$ cat src/rtl/urv_muldiv_iter.sv
// rtl/urv_muldiv_iter.sv - iterative RV32M multiply/divide unit for the uRV execute stage
// Optional early-out for trivial operands: define URV_MULDIV_FAST_PATH_EN.
module urv_muldiv_iter #(
    parameter int g_width          = 32,
    parameter int g_bits_per_cycle = 1
) (
    input  logic               clk_i,
    input  logic               rst_i,
    input  logic               x_stall_i,
    input  logic               x_kill_i,
    output logic               x_stall_req_o,
    output logic               x_busy_o,
    input  logic               d_valid_i,
    input  logic               d_is_multiply_i,
    input  logic               d_is_divide_i,
    input  logic [2:0]         d_fun_i,
    input  logic [g_width-1:0] d_rs1_i,
    input  logic [g_width-1:0] d_rs2_i,
    output logic [g_width-1:0] x_rd_o
);

    localparam int W  = g_width;
    localparam int B  = g_bits_per_cycle;
    localparam int N  = W / B;
    localparam int CW = $clog2(N);

    typedef enum logic [1:0] {
        S_IDLE,
        S_BUSY,
        S_DONE
    } state_t;

    state_t state, state_next;

    // Shared accumulator: {product hi, multiplier/product lo} or {remainder, dividend/quotient}
    logic [2*W-1:0] acc, acc_step;
    logic [W-1:0]   opnd;
    logic [2:0]     fun_q;
    logic           neg_a, neg_b, div_zero;
    logic [CW-1:0]  cnt;
    logic [W-1:0]   rd, rd_final;

    logic           start;
    logic           rs1_signed, rs2_signed;
    logic [W-1:0]   mag1, mag2;
    logic           fast;
    logic [W-1:0]   fast_rd;

    assign start = (state == S_IDLE) && d_valid_i && (d_is_multiply_i || d_is_divide_i) && !x_kill_i;

    assign rs1_signed = d_rs1_i[W-1] &
                        (d_fun_i[2] ? !d_fun_i[0] : (d_fun_i[1:0] == 2'b01 || d_fun_i[1:0] == 2'b10));
    assign rs2_signed = d_rs2_i[W-1] &
                        (d_fun_i[2] ? !d_fun_i[0] : (d_fun_i[1:0] == 2'b01));
    assign mag1 = rs1_signed ? -d_rs1_i : d_rs1_i;
    assign mag2 = rs2_signed ? -d_rs2_i : d_rs2_i;

`ifdef URV_MULDIV_FAST_PATH_EN
    localparam logic [W-1:0] MIN_NEG = {1'b1, {(W-1){1'b0}}};
    logic fast_div0, fast_ovf, fast_mz;
    assign fast_div0 = d_fun_i[2] && (d_rs2_i == '0);
    assign fast_ovf  = d_fun_i[2] && !d_fun_i[0] && (d_rs1_i == MIN_NEG) && (d_rs2_i == '1);
    assign fast_mz   = !d_fun_i[2] && ((d_rs1_i == '0) || (d_rs2_i == '0));
    assign fast      = fast_div0 || fast_ovf || fast_mz;
    assign fast_rd   = fast_div0 ? (d_fun_i[1] ? d_rs1_i : '1) :
                       fast_ovf  ? (d_fun_i[1] ? '0 : MIN_NEG) : '0;
`else
    assign fast    = 1'b0;
    assign fast_rd = '0;
`endif

    // One radix-2^B step of either shift-add multiply or restoring divide
    logic [W+B-1:0] partial, sum;
    logic [W-1:0]   rem_v, quo_v;
    logic [W:0]     trial;

    always_comb begin
        partial  = '0;
        sum      = '0;
        rem_v    = acc[2*W-1:W];
        quo_v    = acc[W-1:0];
        trial    = '0;
        acc_step = acc;
        if (!fun_q[2]) begin
            for (int i = 0; i < B; i++) begin
                if (acc[i])
                    partial = partial + ({{B{1'b0}}, opnd} << i);
            end
            sum      = {{B{1'b0}}, acc[2*W-1:W]} + partial;
            acc_step = {sum, acc[W-1:B]};
        end else begin
            for (int i = 0; i < B; i++) begin
                trial = {rem_v, quo_v[W-1]};
                quo_v = {quo_v[W-2:0], 1'b0};
                if (trial >= {1'b0, opnd}) begin
                    trial    = trial - {1'b0, opnd};
                    quo_v[0] = 1'b1;
                end
                rem_v = trial[W-1:0];
            end
            acc_step = {rem_v, quo_v};
        end
    end

    logic [2*W-1:0] prod_fix;
    logic [W-1:0]   quo_fix, rem_fix;

    always_comb begin
        prod_fix = (neg_a ^ neg_b) ? -acc_step : acc_step;
        quo_fix  = div_zero ? '1 : ((neg_a ^ neg_b) ? -acc_step[W-1:0] : acc_step[W-1:0]);
        rem_fix  = neg_a ? -acc_step[2*W-1:W] : acc_step[2*W-1:W];
        case (fun_q)
            3'b000:                 rd_final = prod_fix[W-1:0];
            3'b001, 3'b010, 3'b011: rd_final = prod_fix[2*W-1:W];
            3'b100, 3'b101:         rd_final = quo_fix;
            default:                rd_final = rem_fix;
        endcase
    end

    always_comb begin
        state_next = state;
        case (state)
            S_IDLE: if (start) state_next = fast ? S_DONE : S_BUSY;
            S_BUSY: begin
                if (x_kill_i)        state_next = S_IDLE;
                else if (cnt == '0)  state_next = S_DONE;
            end
            S_DONE: if (x_kill_i || !x_stall_i) state_next = S_IDLE;
            default: state_next = S_IDLE;
        endcase
    end

    always_ff @(posedge clk_i) begin
        if (rst_i) begin
            state    <= S_IDLE;
            acc      <= '0;
            opnd     <= '0;
            fun_q    <= '0;
            neg_a    <= 1'b0;
            neg_b    <= 1'b0;
            div_zero <= 1'b0;
            cnt      <= '0;
            rd       <= '0;
        end else begin
            state <= state_next;
            if (start) begin
                fun_q    <= d_fun_i;
                neg_a    <= rs1_signed;
                neg_b    <= rs2_signed;
                div_zero <= d_fun_i[2] && (d_rs2_i == '0);
                opnd     <= d_fun_i[2] ? mag2 : mag1;
                acc      <= {{W{1'b0}}, (d_fun_i[2] ? mag1 : mag2)};
                cnt      <= CW'(N - 1);
                if (fast)
                    rd <= fast_rd;
            end
            if (state == S_BUSY) begin
                acc <= acc_step;
                cnt <= cnt - CW'(1);
                if (cnt == '0 && !x_kill_i)
                    rd <= rd_final;
            end
        end
    end

    assign x_stall_req_o = (start || state == S_BUSY) && !x_kill_i;
    assign x_busy_o      = (state == S_BUSY);
    assign x_rd_o        = rd;

endmodule

$ cat config.mk
export PLATFORM = sky130hd
export DESIGN_NAME = urv_muldiv_iter
export DESIGN_NICKNAME = d
export VERILOG_FILES = /design/src/rtl/urv_muldiv_iter.sv
export SDC_FILE = /design/constraint.sdc
export NUM_CORES = 1
export LEC_CHECK = 0
export CAP_MARGIN = 20
export CORE_ASPECT_RATIO = 1.4
export CORE_MARGIN = 2
export CORE_UTILIZATION = 52
export DETAILED_ROUTE_END_ITERATION = 6
export PLACE_DENSITY = 0.74
export SLEW_MARGIN = 30
export SYNTH_ARGS = -nofsm -noshare
export SYNTH_HDL_FRONTEND = slang
export SYNTH_SLANG_ARGS = --single-unit
$ cat constraint.sdc
create_clock -name clk_i -period 4.6 [get_ports clk_i]
set_input_delay 0.46 -clock clk_i [delete_from_list [all_inputs] [get_ports clk_i]]
set_output_delay 0.46 -clock clk_i [all_outputs]
set_load 0.01 [all_outputs]
==> impl_metrics.tcl <==
set metrics [dict create \
    diodes 0 \
    fill_cells 2810 \
    worstHoldStart "x_rd_o[2]$_SDFFE_PP0P_" \
    synth_edf_count 0 \
    antenna_left 0 \
    synth_xor_area_share_pct 8.77 \
    ys_async_sr_fraction_pct 0 \
    numCtsBuffers 17 \
    clock_latency_ns 0.46 \
    max_freq_mhz 219 \
    outcome "finished clean" \
    grt_pass1_wl_mm 103 \
    clock_path_buffers 2 \
    coreArea_um2 30100 \
    maxCapViolations 0 \
    finalInstanceArea_um2 19100 \
    p_leak_nw 7.48 \
    setup_violations 0 \
    placed_area_um2 18300 \
    drive_gt1_share_pct 14.0 \
    multi_input_area_um2 12400 \
    cts_root_buffer "clkbuf_16" \
    peakVddDrop_uv 209 \
    power_density_nw_per_um2 248 \
    clk_pin_slew_ns 0.07 \
    min_period_ns 4.56 \
    drc 0 \
    io_buffers 107 \
    synth_nets 2419 \
    fin_skew_ns 0.0153 \
    regArea_um2 2830 \
    synth.mux.area_fraction_pct 2.98 \
    fin_nets 2580 \
    start_util_pct 53.0 \
    synth_top_family_by_area "compound AO/OA/AOI/OAI gates" \
    cts_hold_buf 0 \
    path_cells "inv_1, ha_1, nor2b_1, o2111ai_2, a2111oi_4, buf_4, o31ai_4, buf_6, nand2_4, buf_4, a21oi_1, nor2_1, or2_2, nor4bb_1, nor2_1, nor4_1, a22o_1" \
    start_kind "register" \
    r2r_start "opnd[1]$_SDFFE_PP0P_" \
    ys_ff_latch 141 \
    slowest_stage "nor4bb_1" \
    ys_warn_count 0 \
    clock-sinks 141 \
    critPathMaxFanout 16 \
    die_height_um 211 \
    yosysSeqAreaShare_pct 17.7 \
    final_util_pct 63.4 \
    ys.flop_type "dfxtp_1" \
    crit_start "opnd[1]$_SDFFE_PP0P_" \
    worst_ep_arrival_time_ns 4.96 \
    synthAdderAreaFrac_pct 5.81 \
    antenna_found_initial 2 \
    first_iter_violations 1805 \
    synth_compound_area_share_pct 33.1 \
    track_usage_pct 41.5 \
    synthSimpleGateAreaFrac_pct 25.8 \
    cts_tree "done" \
    pin_count 108 \
    critPathRequiredTime_ns 5.00 \
    grt_max_degree 87 \
    area_delta_synth_final_pct 19.5 \
    num_vias 18953 \
    syn_avg_cell_area_um2 7.03 \
    hold_viol_final 0 \
    synthCells 2272 \
    fin_crit_sh_pct 99.1 \
    dieArea_um2 32200 \
    end_kind "register" \
    htreeDepth 4 \
    synth_area_um2 16000 \
    rows 75 \
    firstDrtPassIters 6 \
    hold_class "register to register" \
    drv_slew 0 \
    synth_cell_type_count 117 \
    timing_worst_setup_path_type "register to register" \
    gp_congestion 1.09 \
    via_per_inst 6.69 \
    wl_per_cell_um 24.3 \
    slowest_delay_ns 0.48 \
    grt.overflow.total 0 \
    dp_hpwl_mm 54.2 \
    grt_pass1_vias 17856 \
    max-slew-margin-rel_pct 31.2 \
    die-width_um 152 \
    finalWirelength_mm 68.9 \
    worst_pin_slew_ns 1.02 \
]
## through the flow
stage | power [W] | instances | hold slack, ns | TNS (ns) | setup slack [ns]
final | 0.00474 | 2831 | 0.456 | 0 | 0.0419
after global routing | 0.00491 | 2831 | 0.473 | -0.0345 | -0.0154
after CTS | 0.00461 | 2822 | 0.460 | 0 | 0.00720
after detailed placement | 0.00328 | 2790 | 0.444 | 0 | 0.0554
after global placement | 0.00326 | 2789 | 0.438 | 0 | 0.130
after floorplan | 0.00251 | 2272 | 0.432 | 0 | 0.0640
## final cells by class
type	count	share of cell area, %
inverters	76	1.49
repair buffers	297	13.3
clock buffers	21	2.46
flip-flops and latches	141	14.8
well taps	385	2.52
multi-input cells	1900	65.0
clock inverters	11	0.439
## flip-flops by register name, indices dropped and copies added (netlist names)
name      flops
neg_b         1
neg_a         1
fun_q         3
cnt           5
state         2
opnd         32
acc          64
div_zero      1
x_rd_o       32
## synthesized netlist by cell type, drive strengths merged, types with 8 or more instances
cell    number  area [µm²]
nor2       258         978
nand2      236         896
a21oi      227        1150
o21ai      144         736
dfxtp      141        2820
clkbuf     100         377
xnor2       80         701
xor2        80         701
inv         75         282
ha          71         888
nor3        60         322
buf         55         270
a31oi       52         332
nand3       52         265
o211ai      51         383
and2        47         294
a211oi      46         355
nand4       36         246
a221oi      31         278
nor4        29         218
o31ai       28         229
or3         28         175
mux2i       27         274
a21o        24         180
mux2        18         203
a22oi       17         128
nor2b       15        93.8
a31o        14         123
o221ai      14         129
nor3b       13        97.6
o21a        13        97.6
or4         13        97.6
a21boi      11        86.3
a211o       10        87.6
and3        10        67.6
nand2b      10        62.6
o41ai       10        95.1
or2          9        56.3
a41oi        8        70.1
o21bai       8        71.3
## what timing repair did
action,4_1_cts,5_1_grt
endpoints found under the setup margin,0,24
endpoints found under the hold margin,0,0
setup buffers,0,9
gates resized for setup,0,33
## power by group
group          switching (W)  internal [W]  leakage (nW)  total [W]
Sequential         0.0000565       0.00127          1.15    0.00132
Clock               0.000606      0.000736         0.268    0.00134
Combinational        0.00130      0.000768          6.07    0.00207
Total                0.00197       0.00277          7.48    0.00474
## path summary, 6_finish.rpt
check                            endpoint  slack, ns  cells past startpoint
setup / recovery  x_rd_o[26]$_SDFFE_PP0P_       0.04                     17
hold / removal     x_rd_o[2]$_SDFFE_PP0P_       0.46                      2
setup reg to reg  x_rd_o[26]$_SDFFE_PP0P_       0.04                     17
hold reg to reg    x_rd_o[2]$_SDFFE_PP0P_       0.46                      2
## layer usage
layer / vias to the layer above / wire length (µm) / global-route usage, %
met2: 1023 / 31500 / 68.1
met5: - / 8 / 0
li1: 8739 / - / -
met1: 8858 / 24800 / 45.7
met4: 2 / 7650 / 39.1
met3: 331 / 4920 / 6.49
## cell usage in the layout, fill, tap and decap left out, types with 18 or more instances in the layout
cell,n
nor2_1,254
nand2_1,234
a21oi_1,223
buf_4,187
dfxtp_1,138
o21ai_0,132
clkdlybuf4s50_1,105
xor2_1,80
xnor2_1,79
inv_1,72
ha_1,68
nor3_1,56
nand3_1,51
o211ai_1,51
a31oi_1,50
and2_1,45
a211oi_1,44
nand4_1,34
a221oi_1,30
or3_1,28
mux2i_1,26
o31ai_1,25
a21o_1,24
nor4_1,22
mux2_2,18
## cells by family after synthesis
| family | after synthesis |
|---|---|
| simple gates | 842 |
| compound gates | 780 |
| buf+inv | 231 |
| xor+xnor | 160 |
| flops | 141 |
| fa+ha+maj | 73 |
| mux | 45 |
## worst max-delay path: cells and delay by family (launching register included)
kind                       cells  cell delay (ns)
and+or+nand+nor                7             1.80
AOI/OAI and AO/OA              5             1.33
buffers and inverters          4             0.74
DFF                            1             0.36
adders and majority gates      1             0.28
Note: power is estimated with default switching activity, not from simulation.
